File: src/rtl/calc_sequencer_if.sv
// ALU handshake bundle between the calculator sequencer (master) and the external ALU (slave).
interface calc_sequencer_if #(
  parameter int WIDTH = 8,
  parameter int OPW   = 4
);
  logic [WIDTH-1:0] OperandA;
  logic [WIDTH-1:0] OperandB;
  logic [OPW-1:0]   Operation;
  logic             AluStart;
  logic             AluDone;
  logic [WIDTH-1:0] AluResult;
  logic [2:0]       AluFlags;

  modport master (
    output OperandA, OperandB, Operation, AluStart,
    input  AluDone, AluResult, AluFlags
  );

  modport slave (
    input  OperandA, OperandB, Operation, AluStart,
    output AluDone, AluResult, AluFlags
  );
endinterface

File: src/rtl/calc_sequencer.sv
// Operand/operation sequencer for the switch-and-button calculator: debounced Enter steps A -> B -> op,
// then drives an external ALU via start/done with timeout, error state and chained accumulator mode.
module calc_sequencer #(
  parameter int WIDTH      = 8,
  parameter int OPW        = 4,
  parameter int DEB_CYCLES = 2,
  parameter int TIMEOUT    = 16
) (
  input  logic                 clock,
  input  logic                 reset_n,
  input  logic [WIDTH+OPW-1:0] Switchs,
  input  logic                 Enter,
  input  logic                 Clear,
  input  logic                 Chain,
  calc_sequencer_if.master     alu,
  output logic [WIDTH-1:0]     Result,
  output logic [2:0]           Flags,
  output logic [5:0]           Leds,
  output logic                 Busy
);

  typedef enum logic [2:0] {
    S_IDLE   = 3'd0,
    S_A_SET  = 3'd1,
    S_B_SET  = 3'd2,
    S_EXEC   = 3'd3,
    S_RESULT = 3'd4,
    S_ERROR  = 3'd5
  } state_e;

  localparam int DW = (DEB_CYCLES > 1) ? $clog2(DEB_CYCLES) : 1;
  localparam int TW = (TIMEOUT > 1) ? $clog2(TIMEOUT) : 1;
  localparam logic [DW-1:0] DEB_LAST = DW'(DEB_CYCLES - 1);
  localparam logic [TW-1:0] TMO_LAST = TW'((TIMEOUT > 0) ? (TIMEOUT - 1) : 0);

  state_e           state_q, state_d;
  logic [WIDTH-1:0] opa_q, opa_d;
  logic [WIDTH-1:0] opb_q, opb_d;
  logic [OPW-1:0]   op_q, op_d;
  logic [WIDTH-1:0] result_q, result_d;
  logic [2:0]       flags_q, flags_d;
  logic             start_q, start_d;
  logic             busy_q, busy_d;
  logic [5:0]       leds_q, leds_d;
  logic [DW-1:0]    deb_cnt_q, deb_cnt_d;
  logic             armed_q, armed_d;
  logic [TW-1:0]    tmo_q, tmo_d;
  logic             press_s;

  function automatic logic [5:0] leds_for(input state_e s, input logic [2:0] f);
    logic [5:0] l;
    case (s)
      S_IDLE:   l = 6'b000001;
      S_A_SET:  l = 6'b000011;
      S_B_SET:  l = 6'b000111;
      S_EXEC:   l = 6'b001110;
      S_RESULT: l = {f[1], f[0], 4'b1111};
      S_ERROR:  l = 6'b101010;
      default:  l = 6'b000001;
    endcase
    return l;
  endfunction

  // Enter debounce: one press per hold, re-armed by any low sample
  always_comb begin
    deb_cnt_d = deb_cnt_q;
    armed_d   = armed_q;
    press_s   = 1'b0;
    if (!Enter) begin
      deb_cnt_d = '0;
      armed_d   = 1'b1;
    end else if (armed_q) begin
      if (deb_cnt_q == DEB_LAST) begin
        press_s   = 1'b1;
        armed_d   = 1'b0;
        deb_cnt_d = '0;
      end else begin
        deb_cnt_d = deb_cnt_q + DW'(1);
      end
    end else begin
      deb_cnt_d = deb_cnt_q;
    end
  end

  // Sequencer next state, latched values and registered output images
  always_comb begin
    state_d  = state_q;
    opa_d    = opa_q;
    opb_d    = opb_q;
    op_d     = op_q;
    result_d = result_q;
    flags_d  = flags_q;
    tmo_d    = tmo_q;
    if (Clear) begin
      state_d  = S_IDLE;
      opa_d    = '0;
      opb_d    = '0;
      op_d     = '0;
      result_d = '0;
      flags_d  = 3'b000;
      tmo_d    = '0;
    end else begin
      case (state_q)
        S_IDLE: begin
          if (press_s) begin
            opa_d   = Switchs[WIDTH-1:0];
            state_d = S_A_SET;
          end else begin
            state_d = S_IDLE;
          end
        end
        S_A_SET: begin
          if (press_s) begin
            opb_d   = Switchs[WIDTH-1:0];
            state_d = S_B_SET;
          end else begin
            state_d = S_A_SET;
          end
        end
        S_B_SET: begin
          if (press_s) begin
            op_d    = Switchs[WIDTH+OPW-1:WIDTH];
            tmo_d   = '0;
            state_d = S_EXEC;
          end else begin
            state_d = S_B_SET;
          end
        end
        S_EXEC: begin
          // Done wins over a timeout expiring in the same cycle
          if (alu.AluDone) begin
            result_d = alu.AluResult;
            flags_d  = alu.AluFlags;
            state_d  = S_RESULT;
          end else if ((TIMEOUT != 0) && (tmo_q == TMO_LAST)) begin
            state_d = S_ERROR;
          end else begin
            tmo_d = tmo_q + TW'(1);
          end
        end
        S_RESULT: begin
          if (press_s) begin
            opa_d   = Chain ? result_q : Switchs[WIDTH-1:0];
            opb_d   = '0;
            state_d = S_A_SET;
          end else begin
            state_d = S_RESULT;
          end
        end
        S_ERROR: begin
          state_d = S_ERROR;
        end
        default: begin
          state_d  = S_IDLE;
          opa_d    = '0;
          opb_d    = '0;
          op_d     = '0;
          result_d = '0;
          flags_d  = 3'b000;
          tmo_d    = '0;
        end
      endcase
    end
    start_d = (state_d == S_EXEC) && (state_q != S_EXEC);
    busy_d  = (state_d == S_EXEC);
    leds_d  = leds_for(state_d, flags_d);
  end

  // State and output registers
  always_ff @(posedge clock or negedge reset_n) begin
    if (!reset_n) begin
      state_q   <= S_IDLE;
      opa_q     <= '0;
      opb_q     <= '0;
      op_q      <= '0;
      result_q  <= '0;
      flags_q   <= 3'b000;
      start_q   <= 1'b0;
      busy_q    <= 1'b0;
      leds_q    <= 6'b000001;
      deb_cnt_q <= '0;
      armed_q   <= 1'b1;
      tmo_q     <= '0;
    end else begin
      state_q   <= state_d;
      opa_q     <= opa_d;
      opb_q     <= opb_d;
      op_q      <= op_d;
      result_q  <= result_d;
      flags_q   <= flags_d;
      start_q   <= start_d;
      busy_q    <= busy_d;
      leds_q    <= leds_d;
      deb_cnt_q <= deb_cnt_d;
      armed_q   <= armed_d;
      tmo_q     <= tmo_d;
    end
  end

  assign alu.OperandA  = opa_q;
  assign alu.OperandB  = opb_q;
  assign alu.Operation = op_q;
  assign alu.AluStart  = start_q;
  assign Result        = result_q;
  assign Flags         = flags_q;
  assign Leds          = leds_q;
  assign Busy          = busy_q;

endmodule

File: src/flat_wrapper.sv
// flat-port wrapper written by rule: the top's interface ports become plain ports
module calc_sequencer_flat 
#(
  parameter int WIDTH      = 8,
  parameter int OPW        = 4,
  parameter int DEB_CYCLES = 2,
  parameter int TIMEOUT    = 16
)
  (clock, reset_n, Switchs, Enter, Clear, Chain, Result, Flags, Leds, Busy, alu_OperandA, alu_OperandB, alu_Operation, alu_AluStart, alu_AluDone, alu_AluResult, alu_AluFlags);
  calc_sequencer_if #(.WIDTH(WIDTH), .OPW(OPW)) alu_i ();
  input  logic clock;
  input  logic reset_n;
  input  logic [WIDTH+OPW-1:0] Switchs;
  input  logic Enter;
  input  logic Clear;
  input  logic Chain;
  output logic [WIDTH-1:0] Result;
  output logic [2:0] Flags;
  output logic [5:0] Leds;
  output logic Busy;
  output wire logic [$bits(alu_i.OperandA)-1:0] alu_OperandA;
  output wire logic [$bits(alu_i.OperandB)-1:0] alu_OperandB;
  output wire logic [$bits(alu_i.Operation)-1:0] alu_Operation;
  output wire logic [$bits(alu_i.AluStart)-1:0] alu_AluStart;
  input wire logic [$bits(alu_i.AluDone)-1:0] alu_AluDone;
  input wire logic [$bits(alu_i.AluResult)-1:0] alu_AluResult;
  input wire logic [$bits(alu_i.AluFlags)-1:0] alu_AluFlags;
  assign alu_OperandA = alu_i.OperandA;
  assign alu_OperandB = alu_i.OperandB;
  assign alu_Operation = alu_i.Operation;
  assign alu_AluStart = alu_i.AluStart;
  assign alu_i.AluDone = alu_AluDone;
  assign alu_i.AluResult = alu_AluResult;
  assign alu_i.AluFlags = alu_AluFlags;
  calc_sequencer #(.WIDTH(WIDTH), .OPW(OPW), .DEB_CYCLES(DEB_CYCLES), .TIMEOUT(TIMEOUT)) u_core (.clock(clock), .reset_n(reset_n), .Switchs(Switchs), .Enter(Enter), .Clear(Clear), .Chain(Chain), .alu(alu_i), .Result(Result), .Flags(Flags), .Leds(Leds), .Busy(Busy));
endmodule
File: config.mk
export PLATFORM = sky130hd
export DESIGN_NAME = calc_sequencer_flat
export DESIGN_NICKNAME = d
export VERILOG_FILES = /design/src/rtl/calc_sequencer_if.sv /design/src/rtl/calc_sequencer.sv /design/src/flat_wrapper.sv
export SDC_FILE = /design/constraint.sdc
export NUM_CORES = 1
export LEC_CHECK = 0
export BUFFER_PORTS_ARGS = -buffer_cell sky130_fd_sc_hd__buf_2
export CORE_MARGIN = 1.5
export CORE_UTILIZATION = 50
export CTS_CLUSTER_DIAMETER = 100
export CTS_CLUSTER_SIZE = 40
export DETAILED_ROUTE_END_ITERATION = 8
export HOLD_SLACK_MARGIN = 0.1
export PLACE_DENSITY = 0.78
export SETUP_SLACK_MARGIN = 0.4
export SYNTH_ARGS = -nofsm -noshare
export SYNTH_HDL_FRONTEND = slang
export SYNTH_SLANG_ARGS = --single-unit
File: constraint.sdc
create_clock -name clock -period 1.85 [get_ports clock]
set_input_delay 0.37 -clock clock [delete_from_list [all_inputs] [get_ports clock]]
set_output_delay 0.37 -clock clock [all_outputs]
set_load 0.01 [all_outputs]
==> flow_metrics.tcl, run 1 <==
set metrics [dict create \
    fmax_mhz 605 \
    final_cells 369 \
    cts.path.max_buffers 2 \
    path_class "flop to flop" \
    chipWidth_microns 69.8 \
    die-height_microns 69.8 \
    setup.worst_path.end_class "flop" \
    status "complete, no violations" \
    timing.final.max_slew_violations 0 \
    cts_sinks 48 \
    critPathRequiredTime_ps 2010 \
    nNetsFinal 346 \
    drcViolationCount 0 \
    cts_tree "done" \
    n_antenna_cell 0 \
    setup.worst_path.start_class "flop" \
    skew_ps 14.2 \
    drt_wl_total_mm 6.59 \
    nFillCells 267 \
    post-dp-hpwl_mm 3.72 \
    crit_buf_inv 1 \
    finalCriticalPeriod_ps 1650 \
    hp-class "input port to flop" \
    final_hold_viol_count 0 \
    clock-root-buffer "clkbuf_8" \
    tns_ps 0 \
    ir_drop_mv 0.614 \
    fin_crit_sh 0.893 \
    vias 2059 \
    cts_made_buffers 5 \
    relSlewSlack 0.715 \
    wl_per_cell_microns 17.8 \
    synth-seq-cells 48 \
    place_congestion 0.773 \
    postSynthAreaPerCell_sq_um 11.0 \
    synth_top_area_share 0.516 \
    antenna_found_initial 0 \
    postRouteAntennaNets 0 \
    fp-row-count 24 \
    synth-seq-area-share 0.539 \
    io_buffers 67 \
    path_delay_family "compound AO/OA/AOI/OAI gates" \
    area_growth_syn_to_layout_pct 50.9 \
    grt_setup_unrepaired "yes" \
    grt_pass1_wl_mm 9.64 \
    h-tree-depth 2 \
    powerDensity_mw_per_mm2 654 \
    yosysMostFrequentCell "dfrtp_1" \
    setup_viol 0 \
    grt_use_total 0.250 \
    tightest_slew_ps 427 \
    clk_pin_slew_ps 100 \
    synth_area_leaders "dfrtp_1, mux2i_1, nand2_1, o21ai_0, dfstp_2" \
    io_pins 68 \
    synth-edff-count 0 \
    maxCapViolations 0 \
    syn_inst 203 \
    synth_ff_type "dfrtp_1" \
    synth_cell_types 47 \
    first_global_vias 1946 \
    dpl-instance-area_sq_mm 0.00275 \
    synthTopCellsByCount "dfrtp_1, nand2_1, mux2i_1" \
    first_iter_violations 125 \
    cpMaxStageDelayCell "dfrtp_1" \
    yosys.area.top_type "dfrtp_1" \
    cp_cell_sequence "ha_4 > a31oi_4 > a211oi_4 > buf_4 > nor3b_2 > o32ai_1" \
    max_stage_delay_ps 430 \
    ys_warn_count 0 \
    drive_gt1_frac 0.558 \
    core_sq_mm 0.00432 \
    gr-total-overflow 0 \
    initial_core_util 0.516 \
    leakage_nw 1.69 \
    dr.pass1.iters 5 \
    viasPerCell 5.58 \
    die_area_sq_mm 0.00487 \
    worstPathArrival_ps 1820 \
    critPathMaxFanout 4 \
    placed_cells 327 \
    clock_latency_ps 310 \
    grt_max_degree 49 \
    async_reset_ff_frac 1.00 \
    syn_nets 233 \
    syn_area_sq_mm 0.00223 \
    fin_area_sq_mm 0.00337 \
]
path summary, 6_finish.rpt:
check                      slack (ps)  cells past startpoint                     from                      end
max                               200                      6          u_core.tmo_q[1]          u_core.tmo_q[2]
min                               280                      2         alu_AluResult[6]         u_core.Result[6]
max reg2reg                       200                      6          u_core.tmo_q[1]          u_core.tmo_q[2]
min reg2reg                       490                      2  u_core.alu.Operation[1]  u_core.alu.Operation[1]
max in group asynchronous        1000                      3                  reset_n           u_core.armed_q
min in group asynchronous         550                      3                  reset_n   u_core.alu.OperandA[6]
per-stage QoR:
stage / util / hold WS [ps] / worst slack [ps] / total power, mW
2_1_floorplan: - / 74.4 / 329 / 1.30
3_3_place_gp: 0.635 / 372 / 115 / 1.42
3_5_place_dp: 0.635 / 372 / 77.3 / 1.43
4_1_cts: 0.731 / 270 / 227 / 2.16
5_1_grt: 0.779 / 283 / 115 / 2.28
6_report: 0.779 / 276 / 197 / 2.20
placed cells by master (no fill, tap or decap), types with 3 or more instances in the layout:
master,instances
o21ai_2,6
o21ai_1,3
nand2b_1,4
buf_4,31
mux2i_1,15
nand2_2,4
dfrtp_1,42
inv_1,11
or4_4,5
a21oi_2,4
a22o_1,5
nand2_1,29
o21ai_0,6
clkbuf_8,5
nand3_1,3
dfrtp_2,4
buf_6,12
buf_2,68
layout make-up:
class                      instances  area, sq um  share of cell area
inverter                          13         51.3              0.0152
timing repair buffer             115          773               0.230
multi-input combinational        133         1180               0.352
clock inverter                     2         12.5             0.00371
clock buffer                       6         72.6              0.0215
tap                               52         65.1              0.0193
sequential                        48         1210               0.359
registers in the layout, indices dropped and copies added, names as in the netlist, 3 cells and up:
name	flops
u_core.Result	8
u_core.alu.OperandA	8
u_core.alu.OperandB	8
u_core.Leds	6
u_core.alu.Operation	4
u_core.tmo_q	4
u_core.Flags	3
u_core.state_q	3
cells by family after synthesis:
kind of cell / synth area share
and+or+nand+nor: 0.189
DFF: 0.539
AOI/OAI and AO/OA: 0.140
buffers and inverters: 0.0460
muxes: 0.0762
xor gates and xnor gates: 0.00392
adders and majority gates: 0.00560
metal layers:
layer  wire length (microns)  up-vias  global-route usage  share of wire
met1                    2630     1002               0.330           0.40
met5                       0        -                   0              0
met3                     446       18              0.0509          0.068
met4                     134        0              0.0598          0.020
met2                    3370      101               0.424           0.51
li1                        -      938                   -              -
worst reg2reg max path, delay by kind of cell (launching register included):
family | cells | cell delay (ps)
buffers and inverters | 1 | 160
adder cells (fa/ha/maj) | 1 | 200
AND/OR/NAND/NOR | 1 | 160
flip-flops | 1 | 430
AO/OA/AOI/OAI | 3 | 570
timing repair:
item / in CTS / in global routing
buffers inserted: 22 / 10
pin swaps: 21 / 13
hold buffers: 1 / 0
gates resized for setup: 36 / 32
hold endpoints to repair: 46 / 0
setup endpoints to repair: 41 / 40
gates cloned: 0 / 1
where the power goes:
| group | internal (mW) | switching (mW) | leakage (nW) |
|---|---|---|---|
| Sequential | 1.09 | 0.0333 | 0.653 |
| Clock | 0.265 | 0.366 | 0.0412 |
| Combinational | 0.221 | 0.229 | 0.998 |
(Power assumes the default switching activity.)
==> run 2, diff against run 1 <==
--- a/config.mk
+++ b/config.mk
@@ -6,13 +6,13 @@
 export NUM_CORES = 1
 export LEC_CHECK = 0
 export BUFFER_PORTS_ARGS = -buffer_cell sky130_fd_sc_hd__buf_2
+export CORE_ASPECT_RATIO = 1.75
 export CORE_MARGIN = 1.5
-export CORE_UTILIZATION = 50
+export CORE_UTILIZATION = 40
 export CTS_CLUSTER_DIAMETER = 100
 export CTS_CLUSTER_SIZE = 40
 export DETAILED_ROUTE_END_ITERATION = 8
 export HOLD_SLACK_MARGIN = 0.1
-export PLACE_DENSITY = 0.78
 export SETUP_SLACK_MARGIN = 0.4
 export SYNTH_ARGS = -nofsm -noshare
 export SYNTH_HDL_FRONTEND = slang
==> flow_metrics.tcl, run 2 (synthesis results as in run 1) <==
set metrics [dict create \
    io_buffers 67 \
    clk_pin_slew_ps 80 \
    ir_drop_mv 0.436 \
    max_stage_delay_ps 600 \
    r2r_cells 5 \
    min_path_cells 2 \
    grt_max_degree 34 \
    initial_core_util 0.418 \
    drive_gt1_frac 0.537 \
    cts.path.max_buffers 2 \
    cts_sinks 48 \
    p_switching_uw 591 \
    wl_per_cell_microns 14.4 \
    final_cell_mix "buf_2, dfrtp_1, nand2_1, buf_4, mux2i_1" \
    cts_tree "done" \
    io_pins 68 \
    setup.worst_path.end_class "flop" \
    clock-root-buffer "clkbuf_8" \
    vias 1835 \
    postRouteAntennaNets 0 \
    dr.pass1.iters 4 \
    crit_buf_inv 1 \
    nFillCells 473 \
    first_global_vias 1876 \
    chipWidth_microns 59.5 \
    setup.worst_path.start_class "flop" \
    cpMaxStageDelayCell "dfstp_2" \
    skew_ps 4.28 \
    drt_wl_total_mm 5.49 \
    h-tree-depth 2 \
    viasPerCell 4.82 \
    fin_crit_sh 0.888 \
    die_area_sq_mm 0.00606 \
    cp_cell_sequence "and3_4 > nor2_2 > or4_4 > inv_4 > a21o_1" \
    post-dp-hpwl_mm 3.89 \
    final_hold_viol_count 0 \
    clock_latency_ps 300 \
    setup_viol 0 \
    nNetsFinal 336 \
    fmax_mhz 609 \
    dpl-instance-area_sq_mm 0.00277 \
    powerDensity_mw_per_mm2 666 \
    place_congestion 0.738 \
    maxCapViolations 0 \
    internal_power_mw 1.61 \
    power_mw 2.20 \
    die-height_microns 102 \
    switching_share 0.268 \
    n_antenna_cell 0 \
    critPathRequiredTime_ps 2090 \
    tns_ps 0 \
    path_class "flop to flop" \
    hp-class "input port to flop" \
    leakage_nw 1.63 \
    antenna_found_initial 0 \
    path_delay_family "simple AND/OR/NAND/NOR gates" \
    first_iter_violations 46 \
    gr-total-overflow 0 \
    whs_ps 285 \
    clock_power_share 0.292 \
    core_sq_mm 0.00534 \
    cts_made_buffers 5 \
    seqPwrFrac 0.511 \
    drcViolationCount 0 \
    worstPathArrival_ps 1880 \
    path_depth 5 \
    timing.final.max_slew_violations 0 \
    area_growth_syn_to_layout_pct 48.0 \
    finalCriticalPeriod_ps 1640 \
    grt_pass1_wl_mm 8.80 \
    status "complete, no violations" \
    grt_use_total 0.192 \
    p_comb_frac 0.197 \
    critPathMaxFanout 5 \
    fp-row-count 35 \
    layout_commonest_cell "buf_2" \
    relSlewSlack 0.723 \
    fin_area_sq_mm 0.00330 \
    grt_setup_unrepaired "yes" \
    tightest_slew_ps 416 \
]
## run 2: changes by cell type in the layout (fill, tap and decap cells not counted), sizes merged
cell / delta
buf: -10
clkinv: -1
clkbuf: +1
## run 2: final cells by class
| cell class | count | area, sq um | area share |
|---|---|---|---|
| clock buffers | 7 | 86.3 | 0.0261 |
| clock inverters | 1 | 7.51 | 0.00227 |
| inverters | 13 | 51.3 | 0.0155 |
| multi-input cells | 133 | 1180 | 0.358 |
| flip-flops and latches | 48 | 1210 | 0.366 |
| well taps | 74 | 92.6 | 0.0280 |
| repair buffers | 105 | 674 | 0.204 |
## run 2: repair_timing
action / in CTS / in global routing
pin swaps: 20 / 12
setup buffers: 17 / 6
endpoints found under the hold margin: 13 / 0
resized for setup: 27 / 29
setup endpoints to repair: 37 / 40
hold buffers: 1 / 0
## run 2: path summary, 6_finish.rpt
path / startpoint / end / slack [ps]
setup / recovery: u_core.armed_q / u_core.Leds[3] / 210
max in group asynchronous: reset_n / u_core.tmo_q[2] / 850
hold reg to reg: u_core.alu.Operation[1] / u_core.alu.Operation[1] / 480
setup reg to reg: u_core.armed_q / u_core.Leds[3] / 210
min in group asynchronous: reset_n / u_core.Leds[3] / 510
hold / removal: alu_AluResult[5] / u_core.Result[5] / 290
## run 2: layer usage
metal	wire (microns)	GRT usage
met1	2070	0.206
met2	3130	0.361
met3	181	0.0304
met4	113	0.0734
met5	0	0
## run 2: power by group through the flow
stage	Sequential [mW]	Clock, mW	Combinational, mW
6_report	1.13	0.643	0.434
5_1_grt	1.13	0.709	0.469
4_1_cts	1.12	0.667	0.371
3_5_place_dp	1.14	0	0.294
3_3_place_gp	1.14	0	0.294
2_1_floorplan	1.15	0	0.154
## run 2: worst reg2reg max path, cell delays in order (launching register included)
cell     delay (ps)
dfstp_2         600
and3_4          220
nor2_2           50
or4_4           520
inv_4           100
a21o_1          100
## run 2: stage by stage
step                       util  cells  setup WS (ps)
after detailed placement  0.519    349           91.5
after global placement    0.519    349            107
after global routing      0.619    381            150
after CTS                 0.586    375            221
final                     0.619    381            208
after floorplan               -    203            329
